## src/rtl/core_ctrl_defs.sv

```systemverilog
// ============================================================================
// core_ctrl_defs : opcodes, FSM state encoding and datapath select codes
// Revision       : 1.0
// ============================================================================
`default_nettype none

package core_ctrl_defs;

   localparam logic [6:0] OP_LOAD   = 7'b0000011;
   localparam logic [6:0] OP_STORE  = 7'b0100011;
   localparam logic [6:0] OP_IMM    = 7'b0010011;
   localparam logic [6:0] OP_REG    = 7'b0110011;
   localparam logic [6:0] OP_BRANCH = 7'b1100011;

   typedef enum logic [2:0] {
      ST_IDLE   = 3'd0,
      ST_FETCH  = 3'd1,
      ST_DECODE = 3'd2,
      ST_EXEC   = 3'd3,
      ST_MEM    = 3'd4,
      ST_WB     = 3'd5,
      ST_BRANCH = 3'd6,
      ST_TRAP   = 3'd7
   } state_t;

   localparam logic [1:0] ALU_ADD   = 2'b00;
   localparam logic [1:0] ALU_SUB   = 2'b01;
   localparam logic [1:0] ALU_FUNCT = 2'b10;

   localparam logic [1:0] SRCB_RS2  = 2'b00;
   localparam logic [1:0] SRCB_FOUR = 2'b01;
   localparam logic [1:0] SRCB_IMM  = 2'b10;

   localparam logic [1:0] CAUSE_NONE    = 2'b00;
   localparam logic [1:0] CAUSE_ILLEGAL = 2'b01;
   localparam logic [1:0] CAUSE_TIMEOUT = 2'b10;

   typedef enum logic [2:0] {
      CLS_LOAD    = 3'd0,
      CLS_STORE   = 3'd1,
      CLS_IMM     = 3'd2,
      CLS_REG     = 3'd3,
      CLS_BRANCH  = 3'd4,
      CLS_ILLEGAL = 3'd5
   } instr_class_t;

   function automatic instr_class_t classify(input logic [6:0] opcode);
      instr_class_t cls;
      case (opcode)
         OP_LOAD:   cls = CLS_LOAD;
         OP_STORE:  cls = CLS_STORE;
         OP_IMM:    cls = CLS_IMM;
         OP_REG:    cls = CLS_REG;
         OP_BRANCH: cls = CLS_BRANCH;
         default:   cls = CLS_ILLEGAL;
      endcase
      return cls;
   endfunction

endpackage

`default_nettype wire

```

## src/rtl/mem_timeout_cnt.sv

```systemverilog
// ============================================================================
// mem_timeout_cnt : counts unanswered memory-request cycles, flags expiry
// Revision        : 1.0
// ============================================================================
`default_nettype none

module mem_timeout_cnt #(
   parameter int TIMEOUT = 255
) (
   input  logic clk,
   input  logic reset,
   input  logic active,
   input  logic clear,
   output logic expired
);

   localparam logic [15:0] LIMIT = 16'(TIMEOUT - 1);

   logic [15:0] r_count;

   // Expiry is combinational so the FSM can divert to TRAP in the same cycle.
   assign expired = active && (r_count == LIMIT);

   always_ff @(posedge clk or posedge reset) begin
      if (reset) begin
         r_count <= '0;
      end else if (clear) begin
         r_count <= '0;
      end else if (active && (r_count != LIMIT)) begin
         r_count <= r_count + 16'd1;
      end
   end

endmodule

`default_nettype wire

```

## src/rtl/multicycle_control.sv

```systemverilog
// ============================================================================
// multicycle_control : multicycle control FSM for the RV32I-subset core
// Revision           : 1.0
// ============================================================================
`default_nettype none

module multicycle_control
   import core_ctrl_defs::*;
#(
   parameter int TIMEOUT = 255,
   parameter int CNT_W   = 32
) (
   input  logic             clk,
   input  logic             reset,
   input  logic [31:0]      instrucao,
   input  logic             zero,
   input  logic             mem_ready,
   output logic             mem_req,
   output logic             mem_we,
   output logic             addr_sel,
   output logic             ir_write,
   output logic             pc_write,
   output logic             pc_src,
   output logic             alu_src_a,
   output logic [1:0]       alu_src_b,
   output logic [1:0]       alu_op,
   output logic             reg_write,
   output logic             wb_sel,
   output logic             trap,
   output logic [1:0]       trap_cause,
   output logic [CNT_W-1:0] instret
);

   state_t           r_state;
   state_t           w_next;
   logic [1:0]       r_trap_cause;
   logic [1:0]       w_cause;
   logic [CNT_W-1:0] r_instret;
   logic             w_retire;
   logic             w_wait;
   logic             w_expired;
   instr_class_t     w_class;
   logic             w_unused_ir;

   assign w_class     = classify(instrucao[6:0]);
   assign w_unused_ir = ^instrucao[31:7];

   assign w_wait = ((r_state == ST_FETCH) || (r_state == ST_MEM)) && !mem_ready;

   mem_timeout_cnt #(
      .TIMEOUT (TIMEOUT)
   ) u_timeout (
      .clk     (clk),
      .reset   (reset),
      .active  (w_wait),
      .clear   (w_next != r_state),
      .expired (w_expired)
   );

   always_comb begin
      w_next   = r_state;
      w_cause  = r_trap_cause;
      w_retire = 1'b0;
      case (r_state)
         ST_IDLE: w_next = ST_FETCH;
         ST_FETCH: begin
            if (mem_ready) begin
               w_next = ST_DECODE;
            end else if (w_expired) begin
               w_next  = ST_TRAP;
               w_cause = CAUSE_TIMEOUT;
            end
         end
         ST_DECODE: begin
            case (w_class)
               CLS_LOAD, CLS_STORE, CLS_IMM, CLS_REG: w_next = ST_EXEC;
               CLS_BRANCH: w_next = ST_BRANCH;
               default: begin
                  w_next  = ST_TRAP;
                  w_cause = CAUSE_ILLEGAL;
               end
            endcase
         end
         ST_EXEC: begin
            // IR is stable after DECODE, so only dispatched classes arrive here.
            case (w_class)
               CLS_LOAD, CLS_STORE: w_next = ST_MEM;
               CLS_IMM, CLS_REG:    w_next = ST_WB;
               default: begin
                  w_next  = ST_TRAP;
                  w_cause = CAUSE_ILLEGAL;
               end
            endcase
         end
         ST_MEM: begin
            if (mem_ready) begin
               if (w_class == CLS_STORE) begin
                  w_next   = ST_FETCH;
                  w_retire = 1'b1;
               end else begin
                  w_next = ST_WB;
               end
            end else if (w_expired) begin
               w_next  = ST_TRAP;
               w_cause = CAUSE_TIMEOUT;
            end
         end
         ST_WB: begin
            w_next   = ST_FETCH;
            w_retire = 1'b1;
         end
         ST_BRANCH: begin
            w_next   = ST_FETCH;
            w_retire = 1'b1;
         end
         ST_TRAP: w_next = ST_TRAP;
         default: w_next = ST_IDLE;
      endcase
   end

   always_ff @(posedge clk or posedge reset) begin
      if (reset) begin
         r_state      <= ST_IDLE;
         r_trap_cause <= CAUSE_NONE;
         r_instret    <= '0;
      end else begin
         r_state      <= w_next;
         r_trap_cause <= w_cause;
         if (w_retire) begin
            r_instret <= r_instret + CNT_W'(1);
         end
      end
   end

   always_comb begin
      mem_req   = 1'b0;
      mem_we    = 1'b0;
      addr_sel  = 1'b0;
      ir_write  = 1'b0;
      pc_write  = 1'b0;
      pc_src    = 1'b0;
      alu_src_a = 1'b0;
      alu_src_b = SRCB_RS2;
      alu_op    = ALU_ADD;
      reg_write = 1'b0;
      wb_sel    = 1'b0;
      case (r_state)
         ST_FETCH: begin
            mem_req   = 1'b1;
            alu_src_b = SRCB_FOUR;
            ir_write  = mem_ready;
            pc_write  = mem_ready;
         end
         ST_DECODE: alu_src_b = SRCB_IMM;
         ST_EXEC: begin
            alu_src_a = 1'b1;
            case (w_class)
               CLS_LOAD, CLS_STORE: begin
                  alu_src_b = SRCB_IMM;
                  alu_op    = ALU_ADD;
               end
               CLS_IMM: begin
                  alu_src_b = SRCB_IMM;
                  alu_op    = ALU_FUNCT;
               end
               CLS_REG: begin
                  alu_src_b = SRCB_RS2;
                  alu_op    = ALU_FUNCT;
               end
               default: ;
            endcase
         end
         ST_MEM: begin
            mem_req  = 1'b1;
            addr_sel = 1'b1;
            mem_we   = (w_class == CLS_STORE);
         end
         ST_WB: begin
            reg_write = 1'b1;
            wb_sel    = (w_class == CLS_LOAD);
         end
         ST_BRANCH: begin
            alu_src_a = 1'b1;
            alu_src_b = SRCB_RS2;
            alu_op    = ALU_SUB;
            pc_write  = zero;
            pc_src    = 1'b1;
         end
         default: ;
      endcase
   end

   assign trap       = (r_state == ST_TRAP);
   assign trap_cause = r_trap_cause;
   assign instret    = r_instret;

endmodule

`default_nettype wire
```

## config.mk

```make
export PLATFORM = sky130hd
export DESIGN_NAME = multicycle_control
export DESIGN_NICKNAME = d
export VERILOG_FILES = /design/src/rtl/core_ctrl_defs.sv /design/src/rtl/mem_timeout_cnt.sv /design/src/rtl/multicycle_control.sv
export SDC_FILE = /design/constraint.sdc
export NUM_CORES = 1
export LEC_CHECK = 0
export BUFFER_PORTS_ARGS = -buffer_cell sky130_fd_sc_hd__buf_2
export CORE_UTILIZATION = 47
export DETAILED_ROUTE_END_ITERATION = 6
export PLACE_DENSITY = 0.77
export SKIP_CTS_REPAIR_TIMING = 1
export SLEW_MARGIN = 0
export SYNTH_ARGS = -nofsm -noshare
export SYNTH_HDL_FRONTEND = slang
export SYNTH_SLANG_ARGS = --single-unit
```

## constraint.sdc

```tcl
create_clock -name clk -period 1.7 [get_ports clk]
set_clock_uncertainty 0.1 [all_clocks]
set_input_delay 0.085 -clock clk [delete_from_list [all_inputs] [get_ports clk]]
set_output_delay 0.085 -clock clk [all_outputs]
set_load 0.05 [all_outputs]
```

== Word-level counts from Yosys, hierarchy flattened ==
Cells that the tools add are included.
Storage, ports and cells
  word-level logic and storage cells: 79
  input port bits: 36
  flip-flop bits (word level): 53
Cells by class
  equal/unequal tests: 23
  $add $sub $neg: 2
  reductions and logical operators: 19
  mux-type cells: 31
Operators by type and width (number)
  $add 32x1->32 const B: 1
  $mux 16: 2
  $pmux 3 s6: 1
  $add 16x1->16 const B: 1
  $eq 16x8->1 const B: 1
  $ne 16x8->1 const B: 1
  $eq 3x3->1 const B: 5
  $pmux 3 s5: 1
  $eq 7x6->1 const B: 2
  $eq 3x2->1 const B: 4
  $mux 2: 6
  $mux 3: 4
  $pmux 2 s3: 2
  $mux 1: 10
  $reduce_or 2->1: 5
  $pmux 2 s2: 2
  $eq 7x2->1 const B: 1
  $eq 7x5->1 const B: 1
  $eq 7x7->1 const B: 1
  $eq 3x1->1 const B: 2
  $logic_not 3->1: 2
  $ne 2x2->1 const B: 3
  $pmux 3 s2: 1
  $reduce_or 3->1: 2
  other kinds (11): 14

== Logic depth before layout (Yosys ltp) ==
  word-level depth: 9
  mapped depth: 9
  mapped depth without buffers: 8

== By module ==
From an unflattened synthesis, not the netlist that was laid out.
Second synthesis, totals
  cell total of the unflattened synthesis: 304
  area total of the unflattened synthesis: 2982.9 µm²
By module, submodules not included
  multicycle_control: cells an instance 201, area an instance 1996.9 µm², times used 1, seq. area each 925.9 µm²
  mem_timeout_cnt: cells an instance 103, area an instance 985.9 µm², times used 1, seq. area each 400.4 µm²

== Least setup slack after synthesis ==
OpenSTA, ideal clock, no wires.
  kind: register to output
  start point: register r_state[1]
  end point: output port wb_sel
  arrival time: 3134 ps
  cell stages (with the launch flop): 6
  path slack: -1619 ps
  path buffers: 1
  required time: 1515 ps
  path through: dfrtp_1 > buf_2 > inv_1 > nand2_1 > nor2_1 > nor4b_1
Between the ends
  word-level cells in the longest chain between the ends: 2
RTL lines
  from (decl): line multicycle_control.sv:34  | state_t r_state;
  from (signal assigned): line multicycle_control.sv:127  | r_state <= w_next;
  $eq 3x3->1: line multicycle_control.sv:147  | case (r_state)
  $mux 1: line multicycle_control.sv:147
  to (decl): line multicycle_control.sv:28  | output logic wb_sel,
Every way passes these cells.

== Final worst setup path ==
  start point: register r_state[0]
  end point: register u_timeout.r_count[15]
Between the ends
  word-level cells in the longest chain between the ends: 9
  elaborated cells between the ends (all ways): 20
RTL lines
  $eq 3x1->1 / $eq 3x3->1 (equally long branches): line multicycle_control.sv:48, multicycle_control.sv:64
  $logic_or 1x1->1: line multicycle_control.sv:48  | assign w_wait = ((r_state == ST_FETCH) || (r_state == ST_MEM)) && !mem_ready;
  $logic_and 1x1->1: line multicycle_control.sv:48
  $logic_and 1x1->1: line mem_timeout_cnt.sv:22  | assign expired = active && (r_count == LIMIT);
  $mux 3: line multicycle_control.sv:69, multicycle_control.sv:103
  $mux 3, on equally long branches: line multicycle_control.sv:96, multicycle_control.sv:67
  $pmux 3 s6: line multicycle_control.sv:64  | case (r_state)
  $ne 3x3->1: line multicycle_control.sv:56  | .clear (w_next != r_state),
  $mux 16 / $reduce_bool 2->1 (equally long branches)
  to (signal assigned): line mem_timeout_cnt.sv:30  | r_count <= r_count + 16'd1;
  to (decl): line mem_timeout_cnt.sv:19  | logic [15:0] r_count;
Parallel ways exist; a longest one is shown, timed or not.
A chain may end at the register's enable or synchronous reset.

==> qor.csv <==
metric;value;unit
clk buf depth;2;
DIE AREA;0.00637;sq mm
Crit Path Category;register to register;
DR WL/cell;15.7;um
Detailed Routing Iterations Pass 1;4;
share of the synthesized area in the top cell type;46.6;%
fin crit period;2.02;ns
Post-Syn Instances;281;
top post-synthesis cells by area;dfrtp_1 (47%), xnor2_1 (10%), nor2_1 (4.9%), xor2_1 (4.3%), nand2_1 (3.3%);
number of flops mapped to enable cells by yosys;0;
Mapped Area;0.00284;sq mm
Mean Syn Cell Area;10.1;sq um
Buffers on Ports;58;
failing checks;negative setup slack;
Area after DPL;0.00379;sq mm
die width;79.8;um
Synth cell types;50;
FILL cells;364;
Setup WS post-layout;-0.321;ns
synthesized net count;320;
Multi-input gate area;0.00163;sq mm
Core ar.;0.00568;sq mm
static leakage;2.04;nW
post-route cell area;0.00418;sq mm
Post-route DRC;0;
Worst VDD drop;1.00;mV
final worst path period share;119;%
ys async rst share;100;%
Iter 0 DRT Violations;134;
Routed WL;7660;um
H-Tree Depth;2;
FF+latch area;0.00136;sq mm
site row count;27;
Buf/Inv on CP;1;
Layout area overhead;46.9;%
RSZ-0062 raised after global routing;true;
Root Buffer;clkbuf_8;
Max Fclk;0.495;GHz
HPWL Detailed;5160;um
pwr/cell area;1240;mW/mm^2
final setup vio count;45;
CP max-delay cell;dfrtp_2;
DR vias;2638;
grt met3 use;2.74;%
Ports;84;
# clock sinks;53;
n_diodes;0;
crit end category;register;
Die Y;79.8;um
YS warnings;0;
leading area contributor after synthesis;dfrtp_1;
Setup crit start kind;register;
critical path data required time;1.80;ns
Max Slew Vio Count;0;
Seq cells post-synth;53;
largest net degree at the start of global routing;24;
global routing's busiest layer;met2;
GRT Total Usage;23.0;%
GRT met1 Usage;30.3;%
critical path fanouts, max;6;
TritonCTS Buffers;5;
layout net count;455;
delay-heaviest family, CP;simple AND/OR/NAND/NOR gates;
GRT overflow;0;
total chip power;5.18;mW
final core occ;73.6;%
max_slew headroom;68.4;%
M2 GR Usage;39.1;%
Hold Vio Cnt, Final;0;
Post-synth top flop;dfrtp_1;
Critical Path Max Stage Delay;0.48;ns
share of cells above drive strength 1;52.3;%
worst skew pair latency;0.31;ns
min-delay worst type;primary input to register;
vias per cell;5.39;
global-route wire length before repair;11400;um
number of global-route vias before repair;2487;
# Max-Cap Violations;0;
initial antenna violation count;0;
CTS tree;built;
outcome;complete, but fails checks;
CP Cell Sequence;xnor2_2 > nor4_2 > o211ai_1 > buf_4 > nor3b_2 > xnor2_1 > nor2_1;
GPL Wtd Cong;0.893;
initial core utilization;50.1;%
Setup TNS Final;-6.23;ns
Detail Route Antenna Nets;0;
Clk pin slew, worst setup/hold paths;0.09;ns
Min Hold Slack;0.0687;ns
sequential area share after synthesis;46.6;%
Worst-Margin Slew;0.473;ns
Critical Path AT;2.12;ns
[worst register-to-register path, cell delays in order, from the launching register on]
cell	delay, ns
dfrtp_2	0.48
xnor2_2	0.23
nor4_2	0.36
o211ai_1	0.17
buf_4	0.19
nor3b_2	0.18
xnor2_1	0.15
nor2_1	0.06
[power by group]
group | switching (mW) | total (mW) | internal (mW)
clock network | 0.423 | 0.717 | 0.295
registers | 0.163 | 1.57 | 1.40
logic | 1.75 | 2.90 | 1.15
total | 2.33 | 5.18 | 2.85
[cells in the mapped netlist (all sizes together), types with 2 or more instances]
cell     n
dfrtp   53
nor2    37
xnor2   33
nand2   25
nand3   15
and3    14
xor2    14
nand4   11
inv      9
buf      8
o21ai    8
nor3     7
a21oi    5
nor4     4
a31oi    3
and2     3
and4     3
ha       3
nand2b   3
a211oi   2
a21o     2
o211ai   2
or2      2
[placed cells by master (no fill, tap or decap), types with 4 or more instances in the layout]
master | synthesis | routed
buf_4 | 1 | 74
buf_2 | 3 | 49
xnor2_1 | 33 | 31
dfrtp_1 | 53 | 29
nor2_1 | 37 | 28
dfrtp_2 | 0 | 24
nand2_1 | 25 | 23
xor2_1 | 14 | 14
and3_1 | 13 | 12
nand3_1 | 13 | 12
buf_6 | 4 | 9
nand4_1 | 8 | 8
inv_1 | 9 | 7
o21ai_0 | 8 | 7
nor2_4 | 0 | 6
clkbuf_8 | 0 | 5
a21oi_1 | 5 | 4
[cells by family after synthesis]
group | count (synthesis) | synth area share, %
compound gates | 27 | 6.69
xor+xnor | 47 | 14.5
fa+ha+maj | 3 | 1.32
buf+inv | 18 | 3.70
flops | 53 | 46.6
mux | 2 | 0.748
simple gates | 131 | 26.4
[metrics by stage]
stage	setup slack [ns]	cells
after detailed placement	-0.235	469
after global routing	-0.420	489
after CTS	-0.332	477
after floorplan	-0.232	281
final	-0.321	489
after global placement	-0.170	469
[worst paths after layout]
check / slack [ns] / depth (start not counted) / endpoint / startpoint
max: -0.32 / 7 / u_timeout.r_count[15]$_DFFE_PP0P_ / r_state[0]$_DFF_PP0_
min: 0.07 / 5 / r_state[2]$_DFF_PP0_ / instrucao[6]
max reg2reg: -0.32 / 7 / u_timeout.r_count[15]$_DFFE_PP0P_ / r_state[0]$_DFF_PP0_
min reg2reg: 0.38 / 1 / instret[31]$_DFFE_PP0P_ / instret[31]$_DFFE_PP0P_
max in group asynchronous: 0.73 / 4 / instret[7]$_DFFE_PP0P_ / reset
min in group asynchronous: 0.23 / 3 / instret[13]$_DFFE_PP0P_ / reset
[routing by layer]
| metal | share of wire (%) | vias to the layer above |
|---|---|---|
| met2 | 51 | 88 |
| met1 | 42 | 1304 |
| met4 | 2.9 | 0 |
| li1 | - | 1228 |
| met5 | 0 | - |
| met3 | 4.1 | 18 |
[state kept, by name, summed over array words and instances, names as in the netlist]
signal             cells
r_state                3
trap_cause             2
u_timeout.r_count     16
instret               32
[cell type report]
class	count	share of cell area (%)
inverters	9	0.809
multi-input cells	210	39.0
clock inverters	2	0.329
flip-flops and latches	53	32.5
repair buffers	137	23.5
well taps	72	2.16
clock buffers	6	1.74
No activity file was read; power rests on OpenSTA's default activity.
